===== config.mk =====
export PLATFORM = sky130hd
export DESIGN_NAME = audio_mixer_sd
export DESIGN_NICKNAME = d
export VERILOG_FILES = /design/src/rtl/audio_mixer_sd.sv
export SDC_FILE = /design/constraint.sdc
export NUM_CORES = 1
export LEC_CHECK = 0
export ABC_AREA = 0
export BUFFER_PORTS_ARGS = -buffer_cell sky130_fd_sc_hd__buf_4
export CAP_MARGIN = 20
export CORE_MARGIN = 3
export CORE_UTILIZATION = 35
export DETAILED_ROUTE_END_ITERATION = 8
export GPL_ROUTABILITY_DRIVEN = 1
export PLACE_DENSITY_LB_ADDON = 0.05
export SLEW_MARGIN = 20
export SYNTH_ARGS = -nofsm -noshare
export SYNTH_HDL_FRONTEND = slang
export SYNTH_SLANG_ARGS = --single-unit

===== constraint.sdc =====
create_clock -name clkdac -period 11.8 [get_ports clkdac]
set_input_delay 1.77 -clock clkdac [delete_from_list [all_inputs] [get_ports clkdac]]
set_output_delay 1.77 -clock clkdac [all_outputs]
set_load 0.01 [all_outputs]

===== src/rtl/audio_mixer_sd.sv =====
// Stereo N-channel audio mixer (time-multiplexed MAC, saturating) feeding two first-order
// sigma-delta 1-bit DACs. Define MIXER_DITHER_EN to add LFSR dither at the DAC inputs.
module audio_mixer_sd #(
    parameter int unsigned NCH        = 4,
    parameter int unsigned IW         = 8,
    parameter int unsigned GW         = 4,
    parameter int unsigned OW         = 12,
    parameter int unsigned SHIFT      = 1,
    parameter int unsigned SAMPLE_DIV = 64
) (
    input  logic              clkdac,
    input  logic              reset_n,
    input  logic [NCH*IW-1:0] ch_in,
    input  logic [NCH*GW-1:0] ch_gain,
    input  logic [NCH-1:0]    ch_left_en,
    input  logic [NCH-1:0]    ch_right_en,
    output logic [OW-1:0]     mix_l,
    output logic [OW-1:0]     mix_r,
    output logic              sample_strobe,
    output logic              clip_l,
    output logic              clip_r,
    output logic              audio_l,
    output logic              audio_r
);

    localparam int unsigned PW   = IW + GW;
    localparam int unsigned AW   = PW + $clog2(NCH) + 1;
    localparam int unsigned SW   = (AW > OW) ? AW : OW + 1;
    localparam int unsigned CW   = $clog2(SAMPLE_DIV);
    localparam int unsigned IDXW = (NCH > 1) ? $clog2(NCH) : 1;

    localparam logic [CW-1:0]   CNT_LAST = CW'(SAMPLE_DIV - 1);
    localparam logic [IDXW-1:0] IDX_LAST = IDXW'(NCH - 1);
    localparam logic [SW-1:0]   MIX_MAX  = {{(SW - OW){1'b0}}, {OW{1'b1}}};

    typedef enum logic [1:0] {StIdle, StSnap, StAccum, StSat} state_e;

    state_e          r_state;
    logic [CW-1:0]   r_cnt;
    logic [IDXW-1:0] r_idx;
    logic [IW-1:0]   r_snap_in   [NCH];
    logic [GW-1:0]   r_snap_gain [NCH];
    logic [NCH-1:0]  r_snap_l;
    logic [NCH-1:0]  r_snap_r;
    logic [AW-1:0]   r_acc_l;
    logic [AW-1:0]   r_acc_r;
    logic [OW-1:0]   r_mix_l;
    logic [OW-1:0]   r_mix_r;
    logic            r_strobe;
    logic            r_clip_l;
    logic            r_clip_r;

    logic            w_snap;
    logic [PW-1:0]   w_prod;
    logic [SW-1:0]   w_shift_l;
    logic [SW-1:0]   w_shift_r;

    // The first edge after reset is counter cycle 0, so IDLE at count 0 also snapshots.
    assign w_snap    = (r_state == StSnap) || ((r_state == StIdle) && (r_cnt == '0));
    assign w_prod    = PW'(r_snap_in[r_idx]) * PW'(r_snap_gain[r_idx]);
    assign w_shift_l = SW'(r_acc_l) >> SHIFT;
    assign w_shift_r = SW'(r_acc_r) >> SHIFT;

    always_ff @(posedge clkdac or negedge reset_n) begin
        if (!reset_n) begin
            r_state  <= StIdle;
            r_cnt    <= '0;
            r_idx    <= '0;
            r_mix_l  <= '0;
            r_mix_r  <= '0;
            r_strobe <= 1'b0;
            r_clip_l <= 1'b0;
            r_clip_r <= 1'b0;
        end else begin
            r_cnt    <= (r_cnt == CNT_LAST) ? '0 : r_cnt + 1'b1;
            r_strobe <= 1'b0;
            r_clip_l <= 1'b0;
            r_clip_r <= 1'b0;
            unique case (r_state)
                StIdle: begin
                    if (r_cnt == '0) begin
                        r_idx   <= '0;
                        r_state <= StAccum;
                    end else if (r_cnt == CNT_LAST) begin
                        r_state <= StSnap;
                    end
                end
                StSnap: begin
                    r_idx   <= '0;
                    r_state <= StAccum;
                end
                StAccum: begin
                    r_idx <= r_idx + 1'b1;
                    if (r_idx == IDX_LAST) r_state <= StSat;
                end
                StSat: begin
                    r_strobe <= 1'b1;
                    r_state  <= StIdle;
                    if (w_shift_l > MIX_MAX) begin
                        r_mix_l  <= '1;
                        r_clip_l <= 1'b1;
                    end else begin
                        r_mix_l <= w_shift_l[OW-1:0];
                    end
                    if (w_shift_r > MIX_MAX) begin
                        r_mix_r  <= '1;
                        r_clip_r <= 1'b1;
                    end else begin
                        r_mix_r <= w_shift_r[OW-1:0];
                    end
                end
                default: r_state <= StIdle;
            endcase
        end
    end

    always_ff @(posedge clkdac or negedge reset_n) begin
        if (!reset_n) begin
            for (int i = 0; i < NCH; i++) begin
                r_snap_in[i]   <= '0;
                r_snap_gain[i] <= '0;
            end
            r_snap_l <= '0;
            r_snap_r <= '0;
            r_acc_l  <= '0;
            r_acc_r  <= '0;
        end else if (w_snap) begin
            for (int i = 0; i < NCH; i++) begin
                r_snap_in[i]   <= ch_in[i*IW +: IW];
                r_snap_gain[i] <= ch_gain[i*GW +: GW];
            end
            r_snap_l <= ch_left_en;
            r_snap_r <= ch_right_en;
            r_acc_l  <= '0;
            r_acc_r  <= '0;
        end else if (r_state == StAccum) begin
            if (r_snap_l[r_idx]) r_acc_l <= r_acc_l + AW'(w_prod);
            if (r_snap_r[r_idx]) r_acc_r <= r_acc_r + AW'(w_prod);
        end
    end

    logic [OW-1:0] w_dac_l;
    logic [OW-1:0] w_dac_r;

`ifdef MIXER_DITHER_EN
    logic [15:0] r_lfsr;
    logic        w_lfsr_fb;

    // Right-shifting form of taps 16,14,13,11.
    assign w_lfsr_fb = r_lfsr[0] ^ r_lfsr[2] ^ r_lfsr[3] ^ r_lfsr[5];

    always_ff @(posedge clkdac or negedge reset_n) begin
        if (!reset_n) r_lfsr <= 16'hACE1;
        else          r_lfsr <= {w_lfsr_fb, r_lfsr[15:1]};
    end

    assign w_dac_l = (&r_mix_l) ? r_mix_l : r_mix_l + OW'(r_lfsr[0]);
    assign w_dac_r = (&r_mix_r) ? r_mix_r : r_mix_r + OW'(r_lfsr[8]);
`else
    assign w_dac_l = r_mix_l;
    assign w_dac_r = r_mix_r;
`endif

    logic [OW+1:0] r_sig_l;
    logic [OW+1:0] r_sig_r;
    logic [OW+1:0] w_delta_l;
    logic [OW+1:0] w_delta_r;
    logic          r_audio_l;
    logic          r_audio_r;

    // Sign-extended MSB feedback subtracts 2^OW whenever the integrator is above midscale.
    assign w_delta_l = {2'b00, w_dac_l} + {r_sig_l[OW+1], r_sig_l[OW+1], {OW{1'b0}}};
    assign w_delta_r = {2'b00, w_dac_r} + {r_sig_r[OW+1], r_sig_r[OW+1], {OW{1'b0}}};

    always_ff @(posedge clkdac or negedge reset_n) begin
        if (!reset_n) begin
            r_sig_l   <= {2'b01, {OW{1'b0}}};
            r_sig_r   <= {2'b01, {OW{1'b0}}};
            r_audio_l <= 1'b0;
            r_audio_r <= 1'b0;
        end else begin
            r_sig_l   <= r_sig_l + w_delta_l;
            r_sig_r   <= r_sig_r + w_delta_r;
            r_audio_l <= r_sig_l[OW+1];
            r_audio_r <= r_sig_r[OW+1];
        end
    end

    assign mix_l         = r_mix_l;
    assign mix_r         = r_mix_r;
    assign sample_strobe = r_strobe;
    assign clip_l        = r_clip_l;
    assign clip_r        = r_clip_r;
    assign audio_l       = r_audio_l;
    assign audio_r       = r_audio_r;

endmodule


==> results.json <==
{
  "insertion_delay_ps": 440,
  "p_per_area_nw_per_um2": 239,
  "seqCellArea_sq_um": 3830,
  "multi_input_area_sq_um": 4940,
  "tritoncts.num_buffers": 17,
  "wl_per_cell_um": 15.0,
  "cp.arrival_ps": 6420,
  "ys.flop_type": "dfrtp_1",
  "hold_buffers": 0,
  "clock.fmax_mhz": 165,
  "num_vias": 6760,
  "cts_tree": "yes",
  "finalPower_mw": 2.55,
  "avgSynthCellArea_sq_um": 9.59,
  "fin_ws_ps": 5720,
  "drc": 0,
  "holdCritStartpoint": "r_sig_l[13]",
  "async_flop_share_pct": 100,
  "grt_max_degree": 96,
  "ir_drop_mv": 0.114,
  "fin_util_pct": 42.0,
  "finalSetupViolCount": 0,
  "critPathRequiredTime_ps": 12150,
  "path_clk_slew_ps": 70,
  "crit_path_start_kind": "register",
  "grt_pass1_wl_mm": 35.1,
  "crit_type": "reg2reg",
  "synth_cell_types": 64,
  "dieArea_sq_um": 28000,
  "port_buffers": 86,
  "crit_start": "r_idx[0]",
  "cellLeakagePower_nw": 5.06,
  "final_area_sq_um": 10700,
  "dieHeight_um": 167,
  "hpwl_mm": 15.4,
  "syn_nets": 1099,
  "overflow": 0,
  "fin_nets": 1181,
  "synth_edf_count": 0,
  "yosysWarnings": 0,
  "grt_pass1_vias": 6809,
  "period_minus_slack_ps": 6080,
  "postRouteAntennaNets": 0,
  "root_buffer": "clkbuf_16",
  "worst_r2r_path_depth": 19,
  "finalClockSkew_ps": 23.8,
  "cts_buffer_depth": 2,
  "cp_max_fo": 16,
  "max-cap-violations": 0,
  "n_antenna_cell": 0,
  "syn_inst": 949,
  "drive_gt1_share_pct": 14.2,
  "hold_viol_final": 0,
  "cts_setup_buffers": 0,
  "placementRows": 58,
  "worst_setup_path_end_kind": "register",
  "maxSlewHeadroom_pct": 39.4,
  "yosysSeqAreaShare_pct": 42.1,
  "cts_resized": 0,
  "gp_congestion": 0.768,
  "hp-class": "reg2reg",
  "core_area_sq_um": 25400,
  "min_to": "audio_l",
  "syn_to_final_growth_pct": 17.2,
  "rsz0062_at_grt": "false",
  "chipWidth_um": 167,
  "vias_per_cell": 4.92,
  "grt_usage_pct": 15.3,
  "crit_chain": "mux4_2 > and2_1 > fa_1 > inv_1 > fa_1 > inv_1 > ha_1 > nor2b_1 > o31a_1 > or4_4 > nand2_1 > xnor2_1 > ha_1 > and4_1 > a22o_1 > a2111oi_2 > nor2_1 > nand4_1 > mux2i_1",
  "preCtsSetupSlack_ps": 5670,
  "firstDrtPassIters": 4,
  "start_util_pct": 35.8,
  "fin_cells": 1374,
  "r2r_end": "r_acc_l[14]",
  "slowest_delay_ps": 930,
  "slew_violations": 0,
  "fill_cells": 2580,
  "holdPathStages": 0,
  "drtIter0Drc": 360,
  "status": "completed",
  "io_pins": 87,
  "hold_slack_ps": 380,
  "antenna_found_initial": 0,
  "fin_crit_sh_pct": 51.5,
  "ys_ff_latch": 153,
  "final.setup.tns_ps": 0,
  "dp.cells": 1342,
  "r2r_start": "r_idx[0]",
  "r2r_setup_slack_ps": 5720,
  "worst_pin_slew_ps": 908,
  "critPathSlowestCell": "dfrtp_1",
  "cts.sinks": 153,
  "synth_area_sq_um": 9100,
  "htreeDepth": 4,
  "finalWirelength_mm": 20.6,
  "placed_cell_area_sq_um": 10100
}
[worst max-delay path by stage]
| stage | end | cells after the start |
|---|---|---|
| global route | r_acc_l[14] | 19 |
| CTS | r_acc_l[14] | 19 |
| finish | r_acc_l[14] | 19 |
| detailed placement | r_acc_l[14] | 19 |
| global placement | r_acc_l[14] | 19 |
| floorplan | r_acc_l[14] | 21 |
[routing by layer]
| metal | vias up | wire [um] | track usage [%] |
|---|---|---|---|
| li1 | 3457 | - | - |
| met3 | 11 | 679 | 3.09 |
| met1 | 3185 | 10400 | 21.9 |
| met4 | 0 | 267 | 4.06 |
| met5 | - | 0 | 0 |
| met2 | 107 | 9260 | 24.0 |
[cells by family (layout without fill, tap and decap cells)]
| group | after synthesis | in the layout | synth area share, % |
|---|---|---|---|
| AND/OR/NAND/NOR | 363 | 363 | 17.4 |
| AO/OA/AOI/OAI | 193 | 193 | 14.9 |
| flip-flops | 153 | 153 | 42.1 |
| adder cells (fa/ha/maj) | 92 | 92 | 14.0 |
| buffers and inverters | 86 | 181 | 3.77 |
| XOR/XNOR | 40 | 40 | 3.85 |
| multiplexers | 22 | 22 | 4.07 |
[cell type report]
| cell class | instances | share of cell area (%) |
|---|---|---|
| Tap cell | 330 | 3.87 |
| Clock inverter | 15 | 1.47 |
| Timing Repair Buffer | 90 | 6.37 |
| Multi-Input combinational cell | 710 | 46.3 |
| Inverter | 59 | 2.08 |
| Clock buffer | 17 | 3.99 |
| Sequential cell | 153 | 35.9 |
[synthesized netlist by cell type (13+ instances only)]
| cell type | count | share of area [%] |
|---|---|---|
| ha_1 | 76 | 10 |
| nand3_1 | 13 | 0.72 |
| nor2_1 | 45 | 1.9 |
| a21oi_1 | 34 | 1.9 |
| o22a_1 | 25 | 2.4 |
| o21a_1 | 14 | 1.2 |
| nor3_1 | 14 | 0.77 |
| o21ai_0 | 40 | 2.2 |
| inv_1 | 59 | 2.4 |
| fa_1 | 16 | 3.5 |
| dfrtp_1 | 151 | 42 |
| and2_1 | 28 | 1.9 |
| nand2_1 | 227 | 9.4 |
| xnor2_1 | 28 | 2.7 |
[worst max-delay path: cells and delay by family (launching register included)]
family	cells	cell delay, ps
multiplexers	2	870
AO/OA/AOI/OAI	3	870
adder cells (fa/ha/maj)	4	1700
flip-flops	1	930
AND/OR/NAND/NOR	7	1360
XOR/XNOR	1	160
buffers and inverters	2	90
[cells in the final DEF (no fill, tap or decap), types with 4 or more instances in the layout]
master / n
o22a_1: 25
mux2i_1: 10
mux4_2: 12
o21ai_0: 40
a22o_1: 4
a21oi_1: 34
nand4_1: 6
buf_4: 89
nand2_1: 227
ha_1: 76
o21a_1: 14
xnor2_1: 28
fa_1: 16
a21o_1: 10
o31ai_1: 5
a211oi_1: 10
nor2b_1: 4
and2_1: 28
clkbuf_16: 17
a31oi_1: 6
inv_6: 6
nor3_1: 14
nand3_1: 13
nand2b_1: 12
dfrtp_1: 151
o22ai_1: 5
o211ai_1: 5
xor2_1: 12
inv_8: 4
inv_1: 59
nor2_1: 45
[flip-flops by register name, summed over array words and instances, names as in the netlist]
signal         cells
r_sig_r           14
r_acc_r           15
sample_strobe      1
r_cnt              6
r_snap_gain       16
audio_r            1
r_snap_r           4
r_sig_l           14
r_state            2
clip_r             1
r_snap_in         32
r_idx              2
mix_l             12
r_acc_l           15
clip_l             1
mix_r             12
audio_l            1
r_snap_l           4
[power by group]
part / switching, mW / internal [mW] / total, mW
Combinational: 0.651 / 0.567 / 1.22
Clock: 0.254 / 0.300 / 0.555
Sequential: 0.104 / 0.670 / 0.775
Total: 1.01 / 1.54 / 2.55
(Power assumes the default switching activity.)
